===== src/rtl/seq_calculator.sv =====
// Sequential signed calculator: one-cycle add/sub, shift-add multiply and restoring divide.
// Define SEQ_CALC_SAT_EN to clamp overflowing results to the WIDTH-bit signed range.
module seq_calculator #(
    parameter  int WIDTH = 8,
    localparam int CNT_W = $clog2(WIDTH + 1)
) (
    input  logic                      clk,
    input  logic                      rst_n,
    input  logic                      in_valid,
    output logic                      in_ready,
    input  logic [1:0]                op,
    input  logic signed [WIDTH-1:0]   a,
    input  logic signed [WIDTH-1:0]   b,
    output logic                      out_valid,
    input  logic                      out_ready,
    output logic signed [2*WIDTH-1:0] result,
    output logic signed [WIDTH-1:0]   remainder,
    output logic                      overflow,
    output logic                      div_by_zero
);
    localparam int W2 = 2 * WIDTH;

    localparam logic [1:0] IDLE = 2'd0;
    localparam logic [1:0] CALC = 2'd1;
    localparam logic [1:0] DONE = 2'd2;

    localparam logic [1:0] OP_ADD = 2'd0;
    localparam logic [1:0] OP_SUB = 2'd1;
    localparam logic [1:0] OP_MUL = 2'd2;
    localparam logic [1:0] OP_DIV = 2'd3;

    logic [1:0]              state;
    logic [CNT_W-1:0]        cnt;
    logic                    accept;
    logic                    step;

    logic [1:0]              op_r;
    logic signed [WIDTH-1:0] a_r;
    logic signed [WIDTH-1:0] b_r;
    logic [W2-1:0]           acc;
    logic [W2-1:0]           mcand;
    logic [WIDTH-1:0]        mplier;
    logic [WIDTH-1:0]        quo;
    logic [WIDTH-1:0]        rem_r;
    logic                    neg_q;
    logic                    neg_r;
    logic                    dbz_r;

    logic [WIDTH:0]          trial;
    logic                    div_bit;
    logic [WIDTH-1:0]        rem_nx;

    logic [W2-1:0]           q_ext;
    logic [W2-1:0]           exact;
    logic [W2-1:0]           res_fmt;
    logic [WIDTH-1:0]        rem_fmt;
    logic                    ovf_fmt;

    function automatic logic [WIDTH-1:0] magnitude(input logic signed [WIDTH-1:0] x);
        return x[WIDTH-1] ? WIDTH'(-x) : WIDTH'(x);
    endfunction

    function automatic logic [W2-1:0] sext(input logic signed [WIDTH-1:0] x);
        return {{WIDTH{x[WIDTH-1]}}, x};
    endfunction

    // A value fits WIDTH signed bits when its top WIDTH+1 bits are all copies of the sign.
    function automatic logic fits(input logic [W2-1:0] x);
        return x[W2-1:WIDTH-1] == {(WIDTH+1){x[W2-1]}};
    endfunction

`ifdef SEQ_CALC_SAT_EN
    function automatic logic [W2-1:0] sat_limit(input logic neg);
        return neg ? {{(WIDTH+1){1'b1}}, {(WIDTH-1){1'b0}}}
                   : {{(WIDTH+1){1'b0}}, {(WIDTH-1){1'b1}}};
    endfunction
`endif

    assign in_ready  = (state == IDLE);
    assign out_valid = (state == DONE);
    assign accept    = in_valid && in_ready;
    assign step      = (state == CALC) && (cnt != '0);

    // Restoring divide step: shift in the next dividend bit, subtract the divisor if it fits.
    always_comb begin
        trial   = {rem_r, quo[WIDTH-1]};
        div_bit = (trial >= {1'b0, mplier});
        rem_nx  = div_bit ? WIDTH'(trial - {1'b0, mplier}) : trial[WIDTH-1:0];
    end

    always_comb begin
        q_ext   = {{WIDTH{1'b0}}, quo};
        exact   = acc;
        rem_fmt = '0;
        case (op_r)
            OP_MUL: exact = neg_q ? -acc : acc;
            OP_DIV: begin
                if (dbz_r) begin
                    exact   = '0;
                    rem_fmt = a_r;
                end else begin
                    exact   = neg_q ? -q_ext : q_ext;
                    rem_fmt = neg_r ? -rem_r : rem_r;
                end
            end
            default: ;
        endcase
        ovf_fmt = !fits(exact);
`ifdef SEQ_CALC_SAT_EN
        res_fmt = ovf_fmt ? sat_limit(exact[W2-1]) : exact;
`else
        res_fmt = exact;
`endif
    end

    // Control and output registers
    always_ff @(posedge clk or negedge rst_n) begin
        if (!rst_n) begin
            state       <= IDLE;
            cnt         <= '0;
            result      <= '0;
            remainder   <= '0;
            overflow    <= 1'b0;
            div_by_zero <= 1'b0;
        end else begin
            case (state)
                IDLE: if (accept) begin
                    state       <= CALC;
                    cnt         <= (op == OP_MUL || (op == OP_DIV && b != '0)) ? CNT_W'(WIDTH)
                                                                             : CNT_W'(1);
                    result      <= '0;
                    remainder   <= '0;
                    overflow    <= 1'b0;
                    div_by_zero <= 1'b0;
                end
                CALC: begin
                    if (cnt != '0) begin
                        cnt <= cnt - 1'b1;
                    end else begin
                        result      <= res_fmt;
                        remainder   <= rem_fmt;
                        overflow    <= ovf_fmt;
                        div_by_zero <= dbz_r;
                        state       <= DONE;
                    end
                end
                DONE: if (out_ready) state <= IDLE;
                default: state <= IDLE;
            endcase
        end
    end

    // Datapath registers
    always_ff @(posedge clk) begin
        if (accept) begin
            op_r   <= op;
            a_r    <= a;
            b_r    <= b;
            neg_q  <= a[WIDTH-1] ^ b[WIDTH-1];
            neg_r  <= a[WIDTH-1];
            dbz_r  <= (op == OP_DIV) && (b == '0);
            acc    <= '0;
            mcand  <= {{WIDTH{1'b0}}, magnitude(a)};
            mplier <= magnitude(b);
            quo    <= magnitude(a);
            rem_r  <= '0;
        end else if (step) begin
            case (op_r)
                OP_ADD: acc <= sext(a_r) + sext(b_r);
                OP_SUB: acc <= sext(a_r) - sext(b_r);
                OP_MUL: begin
                    if (mplier[0]) acc <= acc + mcand;
                    mcand  <= mcand << 1;
                    mplier <= mplier >> 1;
                end
                OP_DIV: if (!dbz_r) begin
                    rem_r <= rem_nx;
                    quo   <= {quo[WIDTH-2:0], div_bit};
                end
                default: ;
            endcase
        end
    end
endmodule


===== config.mk =====
export PLATFORM = sky130hd
export DESIGN_NAME = seq_calculator
export DESIGN_NICKNAME = d
export VERILOG_FILES = /design/src/rtl/seq_calculator.sv
export SDC_FILE = /design/constraint.sdc
export NUM_CORES = 1
export LEC_CHECK = 0
export ABC_AREA = 1
export CORE_UTILIZATION = 40
export DETAILED_ROUTE_END_ITERATION = 10
export SLEW_MARGIN = 20
export SYNTH_ARGS = -nofsm -noshare
export SYNTH_HDL_FRONTEND = slang
export SYNTH_SLANG_ARGS = --single-unit

===== constraint.sdc =====
create_clock -name clk -period 2.8 [get_ports clk]
set_clock_uncertainty 0.05 [all_clocks]
set_input_delay 0.56 -clock clk [delete_from_list [all_inputs] [get_ports clk]]
set_output_delay 0.56 -clock clk [all_outputs]
set_load 0.005 [all_outputs]

======== Word level (Yosys, flattened, before mapping) ========
Cells that the tools add are included.
W data, S select, Z words.
storage, ports and cells
  register bits ........................... 109
  input bits .............................. 22
  output and inout bits ................... 28
  word-level logic and storage cells ...... 110
cells by class
  add/sub/neg operators ................... 10
  $lt $le $gt $ge ......................... 1
  eq/ne operators ......................... 14
  muxes and demuxes ....................... 41
  bitwise gates (word level) .............. 2
  reduce and logical (&&, ||, !) cells .... 24
operators with widths
  operator              number
  $mux W8               18
  $mux W16              6
  $pmux W16 S2          2
  $pmux W16 S3          1
  $neg A8 Y8            3
  $reduce_and A3 Y1     6
  $add A16 B16 Y16      1
  $neg A16 Y16          1
  $neg A8 Y16           1
  $pmux W8 S2           1
  $mux W4               3
  $eq A2 B2 Y1 const B  5
  $add A8 B8 Y9         1
  $ge A9 B8 Y1          1
  $sub A8 B8 Y9         1
  $eq A8 B8 Y1          1
  $logic_not A8 Y1      1
  $pmux W4 S2           1
  $reduce_bool A2 Y1    4
  $reduce_bool A8 Y1    1
  $sub A8 B8 Y8         1
  $mux W2               3
  $ne A2 B1 Y1 const B  3
  $ne A2 B2 Y1 const B  3
  other kinds (14)      23

======== Logic depth before layout (Yosys ltp) ========
Gate-level depths: netlist of the first run.
  depth in word-level cells ............... 8
  mapped depth ............................ 17
  mapped depth without buffers ............ 17

======== Least setup slack after synthesis of the first run ========
No wires, ideal clock.
  path type ............................... register to register
  start point ............................. reg op_r[0]
  end point ............................... reg mcand[0] (enable)
  setup time .............................. 0.372 ns
  arrival time ............................ 1.843 ns
  path slack .............................. 0.536 ns
  cell stages (with the launch flop) ...... 8
  period minus slack after synthesis ...... 2.264 ns
  path through ............................ edfxtp_1 inv_1 ha_1 buf_2 buf_1 buf_2 nand2_1 nand2_1
on the way
  cells in the longest elaborated chain, start to end .. 3
RTL lines
  what                                 RTL line  text
  from (decl)                          37        logic [1:0] op_r;
  from (signal assigned)               156       op_r <= op;
  $eq A2 B2 Y1                         168       case (op_r)
  $reduce_bool A2 Y1 (no source line)  --
  $reduce_and A2 Y1 (no source line)   --
  to (signal assigned)                 163       mcand <= {{WIDTH{1'b0}}, magnitude(a)};
  to (signal assigned)                 173       mcand <= mcand << 1;
  to (decl)                            41        logic [W2-1:0] mcand;
Every way passes these cells.
A chain may end at the register's enable or synchronous reset.

======== Final worst setup path of the first run ========
  start point ............................. reg a_r[0]
  end point ............................... reg acc[8]
on the way
  cells in the longest elaborated chain, start to end .. 2
  elaborated cells on any way between the ends .. 3
  classes of those cells .................. 2 x add/sub; 1 x mux
RTL lines
  what                                            RTL line  text
  from (decl)                                     38        logic signed [WIDTH-1:0] a_r;
  from (signal assigned)                          157       a_r <= a;
  $sub A8 B8 Y9 or $add A8 B8 Y9 (tied branches)  170, 169
  $pmux W16 S3 (*)                                168
  to (signal assigned)                            169       OP_ADD: acc <= sext(a_r) + sext(b_r);
  to (signal assigned)                            170       OP_SUB: acc <= sext(a_r) - sext(b_r);
  to (signal assigned)                            172       if (mplier[0]) acc <= acc + mcand;
  to (decl)                                       40        logic [W2-1:0] acc;
Every way passes the cells marked *; elsewhere a longest branch is shown, timed or not.

==> results_dict.tcl, run 1 <==
set metrics [dict create \
    status "complete, but fails checks" \
    violations "DRC" \
    numCtsBuffers 9 \
    ant_nets 0 \
    h-tree-depth 3 \
    dieArea_mm2 0.0193 \
    ys_async_sr_fraction_pct 29.6 \
    yosysTopAreaCell "edfxtp_1" \
    std_cell_rows 49 \
    gp_congestion 0.902 \
    synth_flop_cell "edfxtp_1" \
    pre_cts_ws_ns 0.361 \
    fin_crit_ns 2.46 \
    synth_most_common_cell "nand2_1" \
    ir_worst_vdd_uv 404 \
    post_synth.cell_area_avg_um2 7.23 \
    grt_pass1_vias 6284 \
    grt_use_met2_pct 36.2 \
    use_met1_pct 29.1 \
    ys_top_cells_by_area "edfxtp_1 18%, nand2_1 13%, dfrtp_1 11%" \
    critPathLaunchType "flip-flop" \
    worstSetupEndpointType "flip-flop" \
    worstMarginPinSlew_ns 0.724 \
    drt_iter0_markers 445 \
    setup_ws_ns 0.343 \
    clk_pin_slew_worst_paths_ns 0.08 \
    utilization_pct 47.3 \
    hold_buffers 0 \
    nets 1161 \
    slowest_delay_ns 0.36 \
    hpwlAfterDp_mm 15.9 \
    crit_chain "inv_1 > ha_1 > fa_1 > inv_1 > nand3_1 > nand2_1 > nand2_1 > nand2_1 > a21oi_1 > nor2_1 > nor2_1 > nand2_1 > nand2_1 > a21oi_2 > o21ai_1 > nand2_1 > inv_1" \
    gr-usage-all-layers_pct 21.8 \
    crit_fanout 5 \
    r2r_setup_slack_ns 0.34 \
    die_h_um 139 \
    power_leakage_nw 3.88 \
    insertion_delay_ns 0.37 \
    drc 1 \
    hold_violations 0 \
    grt_antenna_before_repair 0 \
    cts_setup_buffers 0 \
    routed_wl_mm 20.4 \
    max_freq_ghz 0.407 \
    crit_required_ns 3.01 \
    finalSetupViolations 0 \
    grt_max_degree 57 \
    grt.overflow.total 0 \
    start_util_pct 41.3 \
    whs_ns 0.435 \
    path_common_cell "nand2_1" \
    cts-resized-gates 0 \
    grtUsageMet3_pct 3.87 \
    drtPass1Iterations 8 \
    arrival_ns 2.67 \
    cap_violations 0 \
    io_pins 50 \
    diodes 0 \
    cts_tree "yes" \
    syn-cell-area_mm2 0.00749 \
    synth_top_area_share_pct 17.6 \
    drive_above_1_share_pct 4.77 \
    slowest_stage "fa_1" \
    rsz0062_at_grt "no" \
    area_growth_pct 14.6 \
    p_per_area_mw_per_mm2 973 \
    hold_path.class "flip-flop to flip-flop" \
    synth_nets 1111 \
    clock_sinks 108 \
    fin_area_mm2 0.00858 \
    fillers 1837 \
    finalSetupTns_ns 0 \
    fp.dieW_um 139 \
    via_count 6951 \
    viasPerCell 5.27 \
    synth_common_cells "251 x nand2_1, 131 x inv_1, 106 x nor2_1" \
    crit_type "flip-flop to flip-flop" \
    grt-busiest-layer "met2" \
    grt_pass1_wl_mm 33.1 \
    ys_seq_area_share_pct 36.9 \
    port-buffer-count 49 \
    wl_per_cell_um 15.4 \
    core_area_mm2 0.0181 \
    synth_edf_count 44 \
    ys_ff_latch 108 \
    period_share_pct 87.8 \
    yosysWarnings 0 \
    synth_cell_types 47 \
    clockBufferDepth 2 \
    slew-limit-headroom_pct 51.5 \
    root_buffer "clkbuf_16" \
    syn_inst 1035 \
    drv_slew 0 \
    placed_area_mm2 0.00828 \
]
==> registers in the layout, indices dropped and copies added, names as in the netlist <==
signal	flops
overflow	1
div_by_zero	1
mplier	8
result	16
rem_r	8
acc	16
a_r	8
op_r	2
quo	8
cnt	4
state	2
remainder	8
b_r	8
dbz_r	1
mcand	16
neg_q	1
==> worst paths after layout <==
path / to / start / cells past startpoint
min in group asynchronous: result[13]$_DFFE_PN0P_ / rst_n / 2
max in group asynchronous: remainder[0]$_DFFE_PN0P_ / rst_n / 2
min: mcand[15]$_SDFFE_PP0P_ / mcand[15]$_SDFFE_PP0P_ / 2
max: acc[8]$_SDFFE_PP0P_ / a_r[0]$_DFFE_PP_ / 17
min reg2reg: mcand[15]$_SDFFE_PP0P_ / mcand[15]$_SDFFE_PP0P_ / 2
max reg2reg: acc[8]$_SDFFE_PP0P_ / a_r[0]$_DFFE_PP_ / 17
==> layout by cell type, fill, tap and decap left out, types with 12 or more instances in the layout <==
cell,synthesis,final
dfxtp_1,32,32
a21oi_1,73,73
ha_1,50,50
xor2_1,12,12
inv_1,131,130
edfxtp_1,44,44
o22ai_1,13,13
dfrtp_1,32,32
buf_4,0,16
clkdlybuf4s50_1,0,49
nor2_1,106,106
nand3_1,80,80
nand2_1,251,251
o211ai_1,12,12
o21ai_0,82,82
nor3_1,15,15
==> per-stage QoR <==
step,cells,power [mW]
after floorplan,1035,5.64
after global placement,1303,7.03
after detailed placement,1303,7.06
after CTS,1319,8.40
after global routing,1319,9.10
final,1319,8.35
==> report_power, final <==
group	leakage (nW)	switching [mW]	internal, mW	total [mW]
registers	1.10	0.435	2.23	2.66
clock network	0.149	0.669	0.638	1.31
logic	2.63	2.75	1.63	4.38
==> final cells by class <==
cell class | count | area, um2 | share of cell area (%)
Multi-Input combinational cell | 763 | 4090 | 47.6
Sequential cell | 108 | 2760 | 32.2
Timing Repair Buffer | 66 | 631 | 7.35
Inverter | 137 | 514 | 5.99
Tap cell | 229 | 287 | 3.34
Clock buffer | 9 | 225 | 2.62
Clock inverter | 7 | 76.3 | 0.889
==> per-layer routing <==
layer  vias to the layer above  wire (um)
li1                       3559          -
met2                       190       9700
met3                        28        982
met4                         0        439
met5                         -          0
met1                      3174       9230
==> worst max-delay path, delay by kind of cell, from the launching register on <==
family | cells | cell delay [ns]
AO/OA/AOI/OAI | 3 | 0.49
buffers and inverters | 3 | 0.19
AND/OR/NAND/NOR | 9 | 0.69
adder cells (fa/ha/maj) | 2 | 0.58
flip-flops | 1 | 0.35
==> cell families after synthesis <==
kind of cell    share of synthesized area, %
flops                                   36.9
buf+inv                                 8.51
fa+ha+maj                               9.43
xor+xnor                                1.87
simple gates                            26.3
compound gates                          17.0
Note: power is estimated with default switching activity, not from simulation.
==> inputs of run 2 (changes only) <==
--- a/config.mk
+++ b/config.mk
@@ -6,8 +6,10 @@
 export NUM_CORES = 1
 export LEC_CHECK = 0
 export ABC_AREA = 1
+export CORE_MARGIN = 2
 export CORE_UTILIZATION = 40
 export DETAILED_ROUTE_END_ITERATION = 10
+export RECOVER_POWER = 25
 export SLEW_MARGIN = 20
 export SYNTH_ARGS = -nofsm -noshare
 export SYNTH_HDL_FRONTEND = slang
==> constraint.sdc (replaced) <==
create_clock -name clk -period 3.1 [get_ports clk]
set_clock_uncertainty 0.05 [all_clocks]
set_input_delay 0.62 -clock clk [delete_from_list [all_inputs] [get_ports clk]]
set_output_delay 0.62 -clock clk [all_outputs]
set_load 0.005 [all_outputs]
==> run 2 against run 1 <==
Effect of this change: the run ends with capacitance limit, slew limit left; largest power group unchanged; combinational power shrank 10%; cell count unchanged; core utilization down 1.2 points.
==> results_dict.tcl, run 2 (synthesized netlist as in run 1, its figures left out) <==
set metrics [dict create \
    status "complete, but fails checks" \
    violations "capacitance limit, slew limit" \
    r2r-start "a_r[0]$_DFFE_PP_" \
    drt_iter0_markers 424 \
    cts_tree "yes" \
    slowest_delay_ns 1.12 \
    reg2reg_to "acc[9]$_SDFFE_PP0P_" \
    insertion_delay_ns 0.37 \
    critPathLaunchType "input pin" \
    die_h_um 141 \
    gp_congestion 0.859 \
    p_per_area_mw_per_mm2 880 \
    layout_common_cells "251 x nand2_1, 130 x inv_1, 106 x nor2_1, 82 x o21ai_0, 80 x nand3_1" \
    root_buffer "clkbuf_16" \
    port-buffer-count 49 \
    fin_crit_ns 2.63 \
    max_freq_ghz 0.380 \
    crit_chain "clkdlybuf4s50_1 > nand2_1 > clkbuf_1 > a21oi_1 > o21ai_0 > o21ai_0" \
    dp_cells 1303 \
    reg_top3 "acc x16, mcand x16, result x16" \
    diodes 0 \
    clock_sinks 108 \
    power_leakage_nw 3.86 \
    drv_slew 65 \
    gr-usage-all-layers_pct 21.1 \
    fp.dieW_um 141 \
    grt.overflow.total 0 \
    core_area_mm2 0.0185 \
    hpwlAfterDp_mm 15.8 \
    cap_violations 2 \
    ir_worst_vdd_uv 376 \
    slowest_stage "clkbuf_1" \
    worstMarginPinSlew_ns 1.76 \
    clk_pin_slew_worst_paths_ns 0.08 \
    cts_setup_buffers 0 \
    area_growth_pct 14.1 \
    r2r_setup_slack_ns 0.65 \
    std_cell_rows 50 \
    final_cells 1319 \
    drtPass1Iterations 5 \
    hp-start "result[6]$_DFFE_PN0P_" \
    numCtsBuffers 9 \
    hold_path.class "flip-flop to flip-flop" \
    grt_max_degree 57 \
    path_common_cell "o21ai_0" \
    crit_required_ns 3.15 \
    min_to "result[6]$_DFFE_PN0P_" \
    finalSetupTns_ns 0 \
    h-tree-depth 3 \
    grt_pass1_wl_mm 33.1 \
    whs_ns 0.431 \
    drc 0 \
    worstRegToRegCells 17 \
    grt_antenna_before_repair 0 \
    grt_pass1_vias 6462 \
    clockBufferDepth 2 \
    io_pins 50 \
    drive_above_1_share_pct 4.15 \
    arrival_ns 2.68 \
    worstSetupEndpointType "flip-flop" \
    crit_type "input pin to flip-flop" \
    crit_fanout 31 \
    finalSetupViolations 0 \
    via_count 6959 \
    ant_nets 0 \
    cts-resized-gates 0 \
    hold_violations 0 \
    slew-limit-headroom_pct -17.3 \
    hold_buffers 0 \
    routed_wl_mm 20.4 \
    critPathLaunch "in_valid" \
    hold_depth 2 \
    start_util_pct 40.4 \
    dieArea_mm2 0.0198 \
    wl_per_cell_um 15.4 \
    viasPerCell 5.28 \
    final_common_cell "nand2_1" \
    period_share_pct 85.0 \
    rsz0062_at_grt "no" \
    nets 1156 \
]
run 2: power breakdown:
group	leakage [nW]	internal, mW	switching [mW]
Combinational	2.61	1.44	2.50
Sequential	1.10	2.01	0.387
Clock	0.149	0.576	0.603
Total	3.86	4.03	3.49
run 2: through the flow:
stage	area, um2	setup WS, ns	total power [mW]	utilization [%]
finish	8540	0.466	7.52	46.1
global route	8540	0.334	8.19	46.1
CTS	8550	0.688	7.57	46.2
detailed placement	8250	0.598	6.37	44.6
global placement	8250	0.679	6.35	44.6
floorplan	7490	0.836	5.10	-
run 2: critical path: cells and delay by family:
kind / cells / cell delay, ns
buffers and inverters: 2 / 1.52
AOI/OAI and AO/OA: 3 / 0.42
and+or+nand+nor: 1 / 0.10
run 2: cell type report:
cell class / instances / area [um2]
clock inverters: 7 / 76.3
inverters: 137 / 514
repair buffers: 61 / 586
well taps: 234 / 293
flip-flops and latches: 108 / 2760
clock buffers: 9 / 225
multi-input cells: 763 / 4090
fillers: 1916 / 9970
run 2: routing by layer:
metal	vias up	part of all wire [%]	GRT usage [%]
met2	182	48	35.6
met3	33	4.7	3.63
li1	3564	-	-
met1	3180	45	28.0
met5	-	0	0
met4	0	2.4	5.79
run 2: how the worst max path moves through the flow:
stage / slack [ns] / cells past startpoint / end
after floorplan: 0.84 / 7 / mcand[0]$_SDFFCE_PN0P_
after global placement: 0.68 / 10 / quo[6]$_DFFE_PP_
after detailed placement: 0.60 / 9 / cnt[0]$_DFFE_PN0P_
after CTS: 0.69 / 17 / acc[9]$_SDFFE_PP0P_
after global routing: 0.33 / 6 / mcand[2]$_DFFE_PP_
final: 0.47 / 6 / mcand[2]$_DFFE_PP_
==> inputs of run 3 (changes only) <==
==> constraint.sdc (replaced) <==
create_clock -name clk -period 2.7 [get_ports clk]
set_clock_uncertainty 0.05 [all_clocks]
set_input_delay 0.54 -clock clk [delete_from_list [all_inputs] [get_ports clk]]
set_output_delay 0.54 -clock clk [all_outputs]
set_load 0.005 [all_outputs]
==> run 3 against run 2 <==
Effect of this change: the flow still finishes with violations (capacitance limit, slew limit); total power increased by 15%; non-clock buffer count grew 8; routed wire length down 0.38%; cell count increased by 0.61%; die area did not move; sequential power increased by 15%; worst setup slack worse by 0.26 ns; critical endpoint is now mcand[0]$_SDFFCE_PN0P_; worst hold slack about the same.
==> results_dict.tcl, run 3 (synthesized netlist as in run 1, its figures left out) <==
set metrics [dict create \
    status "complete, but fails checks" \
    violations "capacitance limit, slew limit" \
    finalSetupTns_ns 0 \
    std_cell_rows 50 \
    hpwlAfterDp_mm 15.9 \
    p_seq_share_pct 32.1 \
    grt_pass1_vias 6597 \
    core_area_mm2 0.0185 \
    arrival_ns 2.55 \
    drc 0 \
    rsz0062_at_grt "no" \
    grt_pass1_wl_mm 33.7 \
    clk_pin_slew_worst_paths_ns 0.08 \
    ir_worst_vdd_uv 429 \
    power_leakage_nw 3.88 \
    cap_violations 1 \
    p_sw_share_pct 46.1 \
    drive_above_1_share_pct 4.76 \
    reg_top3 "acc x16, mcand x16, result x16" \
    combinationalPowerShare_pct 52.5 \
    clock_sinks 108 \
    worstMarginPinSlew_ns 1.71 \
    layout_common_cells "251 x nand2_1, 130 x inv_1, 106 x nor2_1, 82 x o21ai_0, 80 x nand3_1" \
    crit_type "input pin to flip-flop" \
    ant_nets 0 \
    grt_antenna_before_repair 0 \
    area_growth_pct 14.8 \
    gr-usage-all-layers_pct 21.3 \
    drt_iter0_markers 444 \
    port-buffer-count 49 \
    slew-limit-headroom_pct -13.8 \
    wl_per_cell_um 15.3 \
    start_util_pct 40.4 \
    drtPass1Iterations 5 \
    diodes 0 \
    nets 1164 \
    hold_buffers 0 \
    clockBufferDepth 2 \
    finalSetupViolations 0 \
    p_int_mw 4.65 \
    insertion_delay_ns 0.36 \
    hold_violations 0 \
    max_freq_ghz 0.400 \
    crit_fanout 31 \
    root_buffer "clkbuf_16" \
    worstSetupEndpointType "flip-flop" \
    drv_slew 33 \
    grt_max_degree 57 \
    viasPerCell 5.20 \
    fp.dieW_um 141 \
    p_sw_mw 3.99 \
    hold_path.class "flip-flop to flip-flop" \
    die_h_um 141 \
    via_count 6895 \
    crit_required_ns 2.76 \
    p_per_area_mw_per_mm2 1000 \
    dp_cells 1311 \
    h-tree-depth 3 \
    io_pins 50 \
    critPathLaunchType "input pin" \
    cts_tree "yes" \
    final_common_cell "nand2_1" \
    period_share_pct 92.5 \
    numCtsBuffers 9 \
    routed_wl_mm 20.3 \
    grt.overflow.total 0 \
    p_total_mw 8.64 \
    final_cells 1327 \
    gp_congestion 0.897 \
    fin_crit_ns 2.50 \
    whs_ns 0.431 \
    pwr-share-clk_pct 15.4 \
    dieArea_mm2 0.0198 \
]
-- run 3: metrics by stage --
stage	setup slack, ns	cell area (um2)	utilization, %
2_1_floorplan	0.436	7490	-
3_3_place_gp	0.336	8310	44.9
5_1_grt	0.00594	8600	46.4
4_1_cts	0.286	8600	46.4
6_report	0.201	8600	46.4
3_5_place_dp	0.309	8310	44.9
-- run 3: what timing repair did --
item | 4_1_cts | 5_1_grt
resized for setup | 0 | 1
setup endpoints to repair | 0 | 1
setup buffers | 0 | 0
-- run 3: cell type report --
cell class / count / area (um2)
fillers: 1895 / 9920
flip-flops and latches: 108 / 2760
multi-input cells: 763 / 4100
well taps: 234 / 293
repair buffers: 69 / 642
inverters: 137 / 514
clock buffers: 9 / 225
clock inverters: 7 / 63.8
-- run 3: final timing paths --
| path | slack [ns] | start | cells past startpoint | to |
|---|---|---|---|---|
| max in group asynchronous | 0.50 | rst_n | 2 | remainder[5]$_DFFE_PN0P_ |
| worst min-delay path | 0.43 | result[14]$_DFFE_PN0P_ | 2 | result[14]$_DFFE_PN0P_ |
| min in group asynchronous | 1.11 | rst_n | 2 | result[13]$_DFFE_PN0P_ |
| worst min register to register | 0.43 | result[14]$_DFFE_PN0P_ | 2 | result[14]$_DFFE_PN0P_ |
| worst max register to register | 0.30 | acc[0]$_SDFFE_PP0P_ | 15 | acc[14]$_SDFFE_PP0P_ |
| worst max-delay path | 0.20 | in_valid | 5 | mcand[0]$_SDFFCE_PN0P_ |
-- run 3: worst max-delay path, stage by stage --
cell             delay (ns)
clkdlybuf4s50_1        0.40
nand2_1                0.10
clkbuf_1               1.07
nand2_1                0.16
buf_4                  0.27
-- run 3: power by group through the flow --
stage          Sequential, mW  Clock (mW)  Combinational, mW
6_report                 2.77        1.33               4.53
5_1_grt                  2.85        1.42               5.20
4_1_cts                  2.78        1.36               4.53
3_5_place_dp             2.81           0               4.52
3_3_place_gp             2.81           0               4.49
2_1_floorplan            2.65           0               3.20
-- run 3: layer usage --
layer / vias to the layer above / share of wire (%) / GRT usage, %
met5: - / 0 / 0
met4: 0 / 1.5 / 4.79
met3: 19 / 5.0 / 4.18
met2: 162 / 48 / 36.3
met1: 3150 / 46 / 28.2
li1: 3564 / - / -
